File: src/rtl/video_timing_gen.sv
// Raster timing source: hsync/vsync/de, pixel coordinates and RGB pulled from an upstream buffer.
// Define VIDEO_TIMING_GEN_TESTPAT_EN to add the pattern_en input and the colour-bar generator.
module video_timing_gen #(
  parameter int unsigned H_ACTIVE = 640,
  parameter int unsigned H_FP     = 16,
  parameter int unsigned H_SYNC   = 96,
  parameter int unsigned H_BP     = 48,
  parameter int unsigned V_ACTIVE = 480,
  parameter int unsigned V_FP     = 10,
  parameter int unsigned V_SYNC   = 2,
  parameter int unsigned V_BP     = 33,
  parameter bit          SYNC_POL = 1'b0
) (
  input  logic        clk,
  input  logic        rst,
  input  logic        en,
  output logic        data_req,
  input  logic [23:0] data_in,
  input  logic        data_valid,
`ifdef VIDEO_TIMING_GEN_TESTPAT_EN
  input  logic        pattern_en,
`endif
  output logic        hsync_o,
  output logic        vsync_o,
  output logic        de_o,
  output logic [11:0] pixel_x,
  output logic [11:0] pixel_y,
  output logic [23:0] data_o,
  output logic        frame_start_o,
  output logic        underflow_o,
  output logic        busy_o
);

  localparam int unsigned CW      = 12;
  localparam int unsigned DW      = 24;
  localparam int unsigned H_TOTAL = H_ACTIVE + H_FP + H_SYNC + H_BP;
  localparam int unsigned V_TOTAL = V_ACTIVE + V_FP + V_SYNC + V_BP;

  localparam logic [CW-1:0] H_ACT_C  = CW'(H_ACTIVE);
  localparam logic [CW-1:0] V_ACT_C  = CW'(V_ACTIVE);
  localparam logic [CW-1:0] H_LAST   = CW'(H_TOTAL - 1);
  localparam logic [CW-1:0] V_LAST   = CW'(V_TOTAL - 1);
  localparam logic [CW-1:0] HS_FIRST = CW'(H_ACTIVE + H_FP);
  localparam logic [CW-1:0] HS_LAST  = CW'(H_ACTIVE + H_FP + H_SYNC - 1);
  localparam logic [CW-1:0] VS_FIRST = CW'(V_ACTIVE + V_FP);
  localparam logic [CW-1:0] VS_LAST  = CW'(V_ACTIVE + V_FP + V_SYNC - 1);
  localparam logic          SYNC_ON  = 1'(SYNC_POL);
  localparam logic          SYNC_OFF = ~1'(SYNC_POL);

  typedef enum logic [1:0] {
    S_IDLE  = 2'd0,
    S_RUN   = 2'd1,
    S_DRAIN = 2'd2
  } state_e;

  state_e        state_q;
  logic          busy_q;
  logic [CW-1:0] hc_q, hc_d, vc_q, vc_d;

  logic          running, frame_end, act0, hs0, vs0, fs0, pat0;

  logic          req_q;
  logic          act1_q, hs1_q, vs1_q, fs1_q, pat1_q;
  logic [CW-1:0] x1_q, y1_q;
  logic          act2_q, hs2_q, vs2_q, fs2_q, pat2_q;
  logic [CW-1:0] x2_q, y2_q;

  logic          hsync_q, vsync_q, de_q, fs_q, uf_q;
  logic [CW-1:0] x_q, y_q;
  logic [DW-1:0] data_q, data_d, bar_rgb;
  logic          under_hit, uf_d;

  // Stage-0 decode of the raster position
  always_comb begin
    running   = (state_q != S_IDLE);
    frame_end = (hc_q == H_LAST) && (vc_q == V_LAST);
    act0      = running && (hc_q < H_ACT_C) && (vc_q < V_ACT_C);
    hs0       = running && (hc_q >= HS_FIRST) && (hc_q <= HS_LAST);
    vs0       = running && (vc_q >= VS_FIRST) && (vc_q <= VS_LAST);
    fs0       = act0 && (hc_q == '0) && (vc_q == '0);
  end

  always_comb begin
    hc_d = '0;
    vc_d = '0;
    if (running) begin
      hc_d = (hc_q == H_LAST) ? '0 : hc_q + CW'(1);
      vc_d = vc_q;
      if (hc_q == H_LAST) vc_d = (vc_q == V_LAST) ? '0 : vc_q + CW'(1);
    end
  end

`ifdef VIDEO_TIMING_GEN_TESTPAT_EN
  localparam int unsigned BAR_W = (H_ACTIVE >= 8) ? H_ACTIVE / 8 : 1;
  logic          pat_q;
  logic [CW-1:0] bar_idx;

  // Pattern selection is latched at pixel (0,0) and holds for the frame
  always_comb begin
    pat0    = fs0 ? pattern_en : pat_q;
    bar_idx = x2_q / CW'(BAR_W);
    case (bar_idx)
      12'd0:   bar_rgb = 24'hFFFFFF;
      12'd1:   bar_rgb = 24'hFFFF00;
      12'd2:   bar_rgb = 24'h00FFFF;
      12'd3:   bar_rgb = 24'h00FF00;
      12'd4:   bar_rgb = 24'hFF00FF;
      12'd5:   bar_rgb = 24'hFF0000;
      12'd6:   bar_rgb = 24'h0000FF;
      default: bar_rgb = 24'h000000;
    endcase
  end

  always_ff @(posedge clk) begin
    if (rst) pat_q <= 1'b0;
    else     pat_q <= pat0;
  end
`else
  assign pat0    = 1'b0;
  assign bar_rgb = '0;
`endif

  // Output stage: merge upstream pixel, blank outside active video
  always_comb begin
    under_hit = act2_q && !pat2_q && !data_valid;
    data_d    = '0;
    if (act2_q) begin
      if (pat2_q)          data_d = bar_rgb;
      else if (data_valid) data_d = data_in;
    end
    uf_d = fs2_q ? under_hit : (uf_q || under_hit);
  end

  always_ff @(posedge clk) begin
    if (rst) begin
      state_q <= S_IDLE;
      busy_q  <= 1'b0;
      hc_q    <= '0;
      vc_q    <= '0;
      req_q   <= 1'b0;
      act1_q  <= 1'b0;
      hs1_q   <= 1'b0;
      vs1_q   <= 1'b0;
      fs1_q   <= 1'b0;
      pat1_q  <= 1'b0;
      x1_q    <= '0;
      y1_q    <= '0;
      act2_q  <= 1'b0;
      hs2_q   <= 1'b0;
      vs2_q   <= 1'b0;
      fs2_q   <= 1'b0;
      pat2_q  <= 1'b0;
      x2_q    <= '0;
      y2_q    <= '0;
      hsync_q <= SYNC_OFF;
      vsync_q <= SYNC_OFF;
      de_q    <= 1'b0;
      x_q     <= '0;
      y_q     <= '0;
      data_q  <= '0;
      fs_q    <= 1'b0;
      uf_q    <= 1'b0;
    end else begin
      // Run control: stopping only ever lands on the last pixel of a frame
      case (state_q)
        S_IDLE: begin
          if (en) begin
            state_q <= S_RUN;
            busy_q  <= 1'b1;
          end
        end
        S_RUN: begin
          if (!en) begin
            state_q <= frame_end ? S_IDLE : S_DRAIN;
            busy_q  <= !frame_end;
          end
        end
        S_DRAIN: begin
          if (en) begin
            state_q <= S_RUN;
          end else if (frame_end) begin
            state_q <= S_IDLE;
            busy_q  <= 1'b0;
          end
        end
        default: begin
          state_q <= S_IDLE;
          busy_q  <= 1'b0;
        end
      endcase
      hc_q <= hc_d;
      vc_q <= vc_d;

      req_q  <= act0 && !pat0;
      act1_q <= act0;
      hs1_q  <= hs0;
      vs1_q  <= vs0;
      fs1_q  <= fs0;
      pat1_q <= pat0;
      x1_q   <= act0 ? hc_q : '0;
      y1_q   <= act0 ? vc_q : '0;

      act2_q <= act1_q;
      hs2_q  <= hs1_q;
      vs2_q  <= vs1_q;
      fs2_q  <= fs1_q;
      pat2_q <= pat1_q;
      x2_q   <= x1_q;
      y2_q   <= y1_q;

      hsync_q <= hs2_q ? SYNC_ON : SYNC_OFF;
      vsync_q <= vs2_q ? SYNC_ON : SYNC_OFF;
      de_q    <= act2_q;
      x_q     <= x2_q;
      y_q     <= y2_q;
      data_q  <= data_d;
      fs_q    <= fs2_q;
      uf_q    <= uf_d;
    end
  end

  assign data_req      = req_q;
  assign hsync_o       = hsync_q;
  assign vsync_o       = vsync_q;
  assign de_o          = de_q;
  assign pixel_x       = x_q;
  assign pixel_y       = y_q;
  assign data_o        = data_q;
  assign frame_start_o = fs_q;
  assign underflow_o   = uf_q;
  assign busy_o        = busy_q;

endmodule

File: config.mk
export PLATFORM = sky130hd
export DESIGN_NAME = video_timing_gen
export DESIGN_NICKNAME = d
export VERILOG_FILES = /design/src/rtl/video_timing_gen.sv
export SDC_FILE = /design/constraint.sdc
export NUM_CORES = 1
export LEC_CHECK = 0
export ABC_AREA = 1
export ABC_CLOCK_PERIOD_IN_PS = 3200
export BUFFER_PORTS_ARGS = -buffer_cell sky130_fd_sc_hd__clkbuf_2
export CAP_MARGIN = 40
export CORE_ASPECT_RATIO = 1.2
export CORE_MARGIN = 1.5
export CORE_UTILIZATION = 55
export CTS_BUF_LIST = sky130_fd_sc_hd__clkbuf_2 sky130_fd_sc_hd__clkbuf_4 sky130_fd_sc_hd__clkbuf_8
export DETAILED_ROUTE_END_ITERATION = 10
export PLACE_DENSITY = 0.79
export SYNTH_ARGS = -nofsm -noshare
export SYNTH_HDL_FRONTEND = slang
export SYNTH_SLANG_ARGS = --single-unit
File: constraint.sdc
create_clock -name clk -period 3.2 [get_ports clk]
set_clock_uncertainty 0.05 [all_clocks]
set_input_delay 0.96 -clock clk [delete_from_list [all_inputs] [get_ports clk]]
set_output_delay 0.96 -clock clk [all_outputs]
set_load 0.005 [all_outputs]
# Yosys cells after proc, flatten, opt, wreduce, memory -nomap -nowiden
# Index checks and enable logic that the tools add are counted.
# totals
wordCells,83
regBits,136
output_inout_bits,55
in_bits,28
# classes
bitwise,4
n_lt_le_gt_ge,6
addsub,2
eq_ne,9
reduce_logical,23
mux,15
# op_table
op,n
$add A12 B1 Y12 const B,2
$eq A12 B10 Y1 const B,2
$logic_not A12 Y1,2
$ge A12 B10 Y1 const B,1
$ge A12 B9 Y1 const B,1
$le A12 B10 Y1 const B,1
$le A12 B9 Y1 const B,1
$lt A12 B10 Y1 const B,1
$lt A12 B9 Y1 const B,1
$mux W12,1
$logic_and A1 B1 Y1,10
$mux W2,5
$ne A2 B2 Y1 const B,4
$mux W1,7
$pmux W2 S3,1
$reduce_or A3 Y1,2
$not A1 Y1,4
$reduce_and A4 Y1,1
$reduce_or A2 Y1,2
$ne A3 B3 Y1 const B,1
$pmux W1 S3,1
$reduce_and A3 Y1,1
$eq A2 B1 Y1 const B,1
$eq A2 B2 Y1 const B,1
4 further kinds,5

# Longest topological paths before layout
# depth
depth_word,5
mapped_depth,11
depth_no_buf,11

# Worst setup path before layout
# Ideal clock, no wire load.
# synth_path
kind,input port to flip-flop
startpoint,input rst
endpoint,register y1_q[3]
t_required_ns,3.088
n_path_buf,2
stages,7
setup_time_ns,0.062
slack_ns,1.370
arrival_time_ns,1.718
path_cell_list,inv_1 -> nand2_2 -> buf_6 -> nor3_2 -> nand3_2 -> buf_6 -> nor2_2
# synth_between
elab_chain_len,1
# synth_rtl
element,line_no,source
"start, declared",15,"input logic rst,"
$reduce_or A2 Y1 (no line),--,
"end signal, assigned",201,y1_q <= act0 ? vc_q : '0;
"end, declared",64,"logic [CW-1:0] x1_q, y1_q;"
# Every way passes these cells.
# A chain may end at the register's enable or synchronous reset.

# Worst setup path after layout
# layout_path
startpoint,input rst
endpoint,register x1_q[5]
# layout_between
elab_chain_len,1
# layout_rtl
element,line_no,source
$reduce_or A2 Y1 (no line),--,
"end signal, assigned",200,x1_q <= act0 ? hc_q : '0;
"end, declared",64,
# Every way passes these cells.

==> metrics.yaml <==
status: "finished clean"
dp_cells: 724
vias: 3471
cts_tree: "yes"
ys_seq_area_share_pct: 58.9
finalPower_mw: 3.54
syn-instance-count: 536
hp-start: "vs2_q"
grt_setup_unrepaired: "no"
first_iter_violations: 62
clockBufferDepth: 2
crit_path_top_delay_cell: "nand3_2"
htreeDepth: 4
syn-cell-area_um2: 4620
r2r_setup_slack_ps: 1420
dp_hpwl_mm: 5.90
drive_gt1_share_pct: 24.5
rows: 36
dieArea_um2: 8970
clk_latency_ps: 430
grt_pass1_wl_mm: 13.6
min_to: "vsync_o"
vias_per_cell: 4.60
setup_violations: 0
die_w_um: 86.7
ios: 83
routed_wl_mm: 8.49
critPathLaunchType: "primary input"
core_area_um2: 8150
synth_cell_type_count: 34
timing.fmax_mhz: 507
final_cell_mix: "136 x dfxtp_1, 121 x nor2_1, 108 x inv_1"
hold_viol: 0
clk_transition_reported_paths_ps: 70
hold_slack_ps: 322
drv_cap: 0
gp_congestion: 0.863
crit_required_ps: 3500
syn_area_per_cell_um2: 8.63
vdd.ir_drop.worst_mv: 0.308
slowest_delay_ps: 420
holdPathStages: 1
area_delta_synth_final_pct: 21.5
p_leak_nw: 2.49
first_pass_iters: 4
worst-slew-pin-transition_ps: 711
ant_nets: 0
endpoint_kind: "flop"
die_h_um: 103
pwr_density_cell_nw_per_um2: 630
ctsResizeCount: 0
wire_per_inst_um: 11.2
critical_path_arrival_ps: 2270
grt_max_degree: 56
grt_pass1_vias: 3192
mostFrequentLayoutCell: "dfxtp_1"
slew_viol_final: 0
drc_errors: 0
reg2reg_from: "vc_q[1]"
min_period_over_period_pct: 61.6
worst-path-max-fanout: 21
path_cells: "clkbuf_2 -> inv_1 -> nand2_2 -> nor3_2 -> nand3_2 -> nor2_1"
period_minus_slack_ps: 1970
grt_usage_pct: 20.1
reg2regPathDepth: 11
ys_seq_elements: 136
cts_hold_buf: 0
r2r_end: "busy_o"
numCtsBuffers: 17
start_util_pct: 56.7
overflow: 0
hold_class: "reg -> reg"
layout.cells.non_filler: 755
finalCoreUtilization_pct: 68.9
critical_path_class: "in -> reg"
slew_headroom_pct: 52.5
setup_tns_ps: 0
cts_root_buffer: "clkbuf_8"
antenna_found_initial: 0
n_antenna_cell: 0
cts_sinks: 136
cts_setup_buffers: 0
io_buffers: 82
ys_warn_count: 0
nNetsFinal: 661
## kinds of logic (layout without fill, tap and decap cells)
family | after synthesis | after routing | share of synthesized area [%]
AND/OR/NAND/NOR | 232 | 232 | 24.0
other | 1 | 5 | 0.0811
flip-flops | 136 | 136 | 58.9
adder cells (fa/ha/maj) | 4 | 4 | 1.08
XOR/XNOR | 5 | 5 | 0.947
AO/OA/AOI/OAI | 29 | 29 | 3.60
buffers and inverters | 129 | 230 | 11.4
## registers in the layout, indices dropped and copies added (netlist names), 2 cells and up
signal / flops
vc_q: 12
hc_q: 12
state_q: 2
y1_q: 12
pixel_x: 12
data_o: 24
x2_q: 12
y2_q: 12
pixel_y: 12
x1_q: 12
## worst max-delay path: cells and delay by family
| family | cells | cell delay [ps] |
|---|---|---|
| buf+inv | 2 | 260 |
| simple gates | 4 | 1050 |
## Yosys cell counts
cell type / instances / area [um^2]
nor3_2: 4 / 40.0
nor2_1: 121 / 454
nand2_1: 42 / 158
nor2_2: 12 / 75.1
nand2_4: 2 / 22.5
o21a_1: 2 / 15.0
ha_1: 4 / 50.1
a211oi_2: 1 / 12.5
clkbuf_1: 8 / 30.0
or2_4: 1 / 8.76
inv_4: 1 / 6.26
nor2_4: 3 / 33.8
nor3b_2: 2 / 25.0
buf_6: 5 / 56.3
conb_1: 1 / 3.75
nand3_4: 1 / 17.5
nor4_1: 2 / 12.5
nand3_1: 20 / 100
o311ai_0: 1 / 8.76
inv_2: 6 / 22.5
nand4_2: 1 / 12.5
dfxtp_1: 136 / 2720
inv_1: 108 / 405
xor2_1: 5 / 43.8
a31o_2: 1 / 8.76
nand3_2: 2 / 20.0
nand2_2: 4 / 25.0
nor2_8: 1 / 20.0
a21oi_1: 18 / 90.1
nor3_1: 3 / 15.0
nand4_1: 11 / 68.8
clkinv_4: 1 / 8.76
a31oi_1: 1 / 6.26
o21ai_0: 5 / 25.0
## final cells by class
type / instances / area (um^2)
Clock inverter: 12 / 245
Sequential cell: 136 / 2720
Multi-Input combinational cell: 275 / 1390
Tap cell: 114 / 143
Fill cell: 603 / 2530
Timing Repair Buffer: 83 / 418
Clock buffer: 19 / 262
Inverter: 116 / 443
## through the flow
| step | instance area, um^2 | setup WS (ps) |
|---|---|---|
| after detailed placement | 5110 | 820 |
| after global placement | 5110 | 882 |
| after CTS | 5620 | 1240 |
| after global routing | 5620 | 1070 |
| final | 5620 | 1230 |
| after floorplan | 4640 | 1370 |
## worst max-delay path by stage
stage          start  endpoint  slack (ps)  cells after the start
2_1_floorplan    rst   y1_q[3]        1370                      7
3_3_place_gp     rst   hc_q[9]         880                      7
3_5_place_dp     rst   x1_q[9]         820                      6
4_1_cts          rst   x1_q[5]        1240                      6
5_1_grt          rst   x1_q[9]        1070                      6
6_report         rst   x1_q[5]        1230                      6
## per-layer routing
metal,GRT usage (%),routed length [um],up-vias
met2,37.8,4440,105
met5,0,0,-
met1,19.5,3420,1578
met4,10.0,155,0
li1,-,-,1774
met3,6.75,479,14
## power by group
group / switching, mW / internal, mW
logic: 0.0514 / 0.0313
clock network: 0.620 / 1.12
registers: 0.00677 / 1.71
No activity file was read; power rests on OpenSTA's default activity.
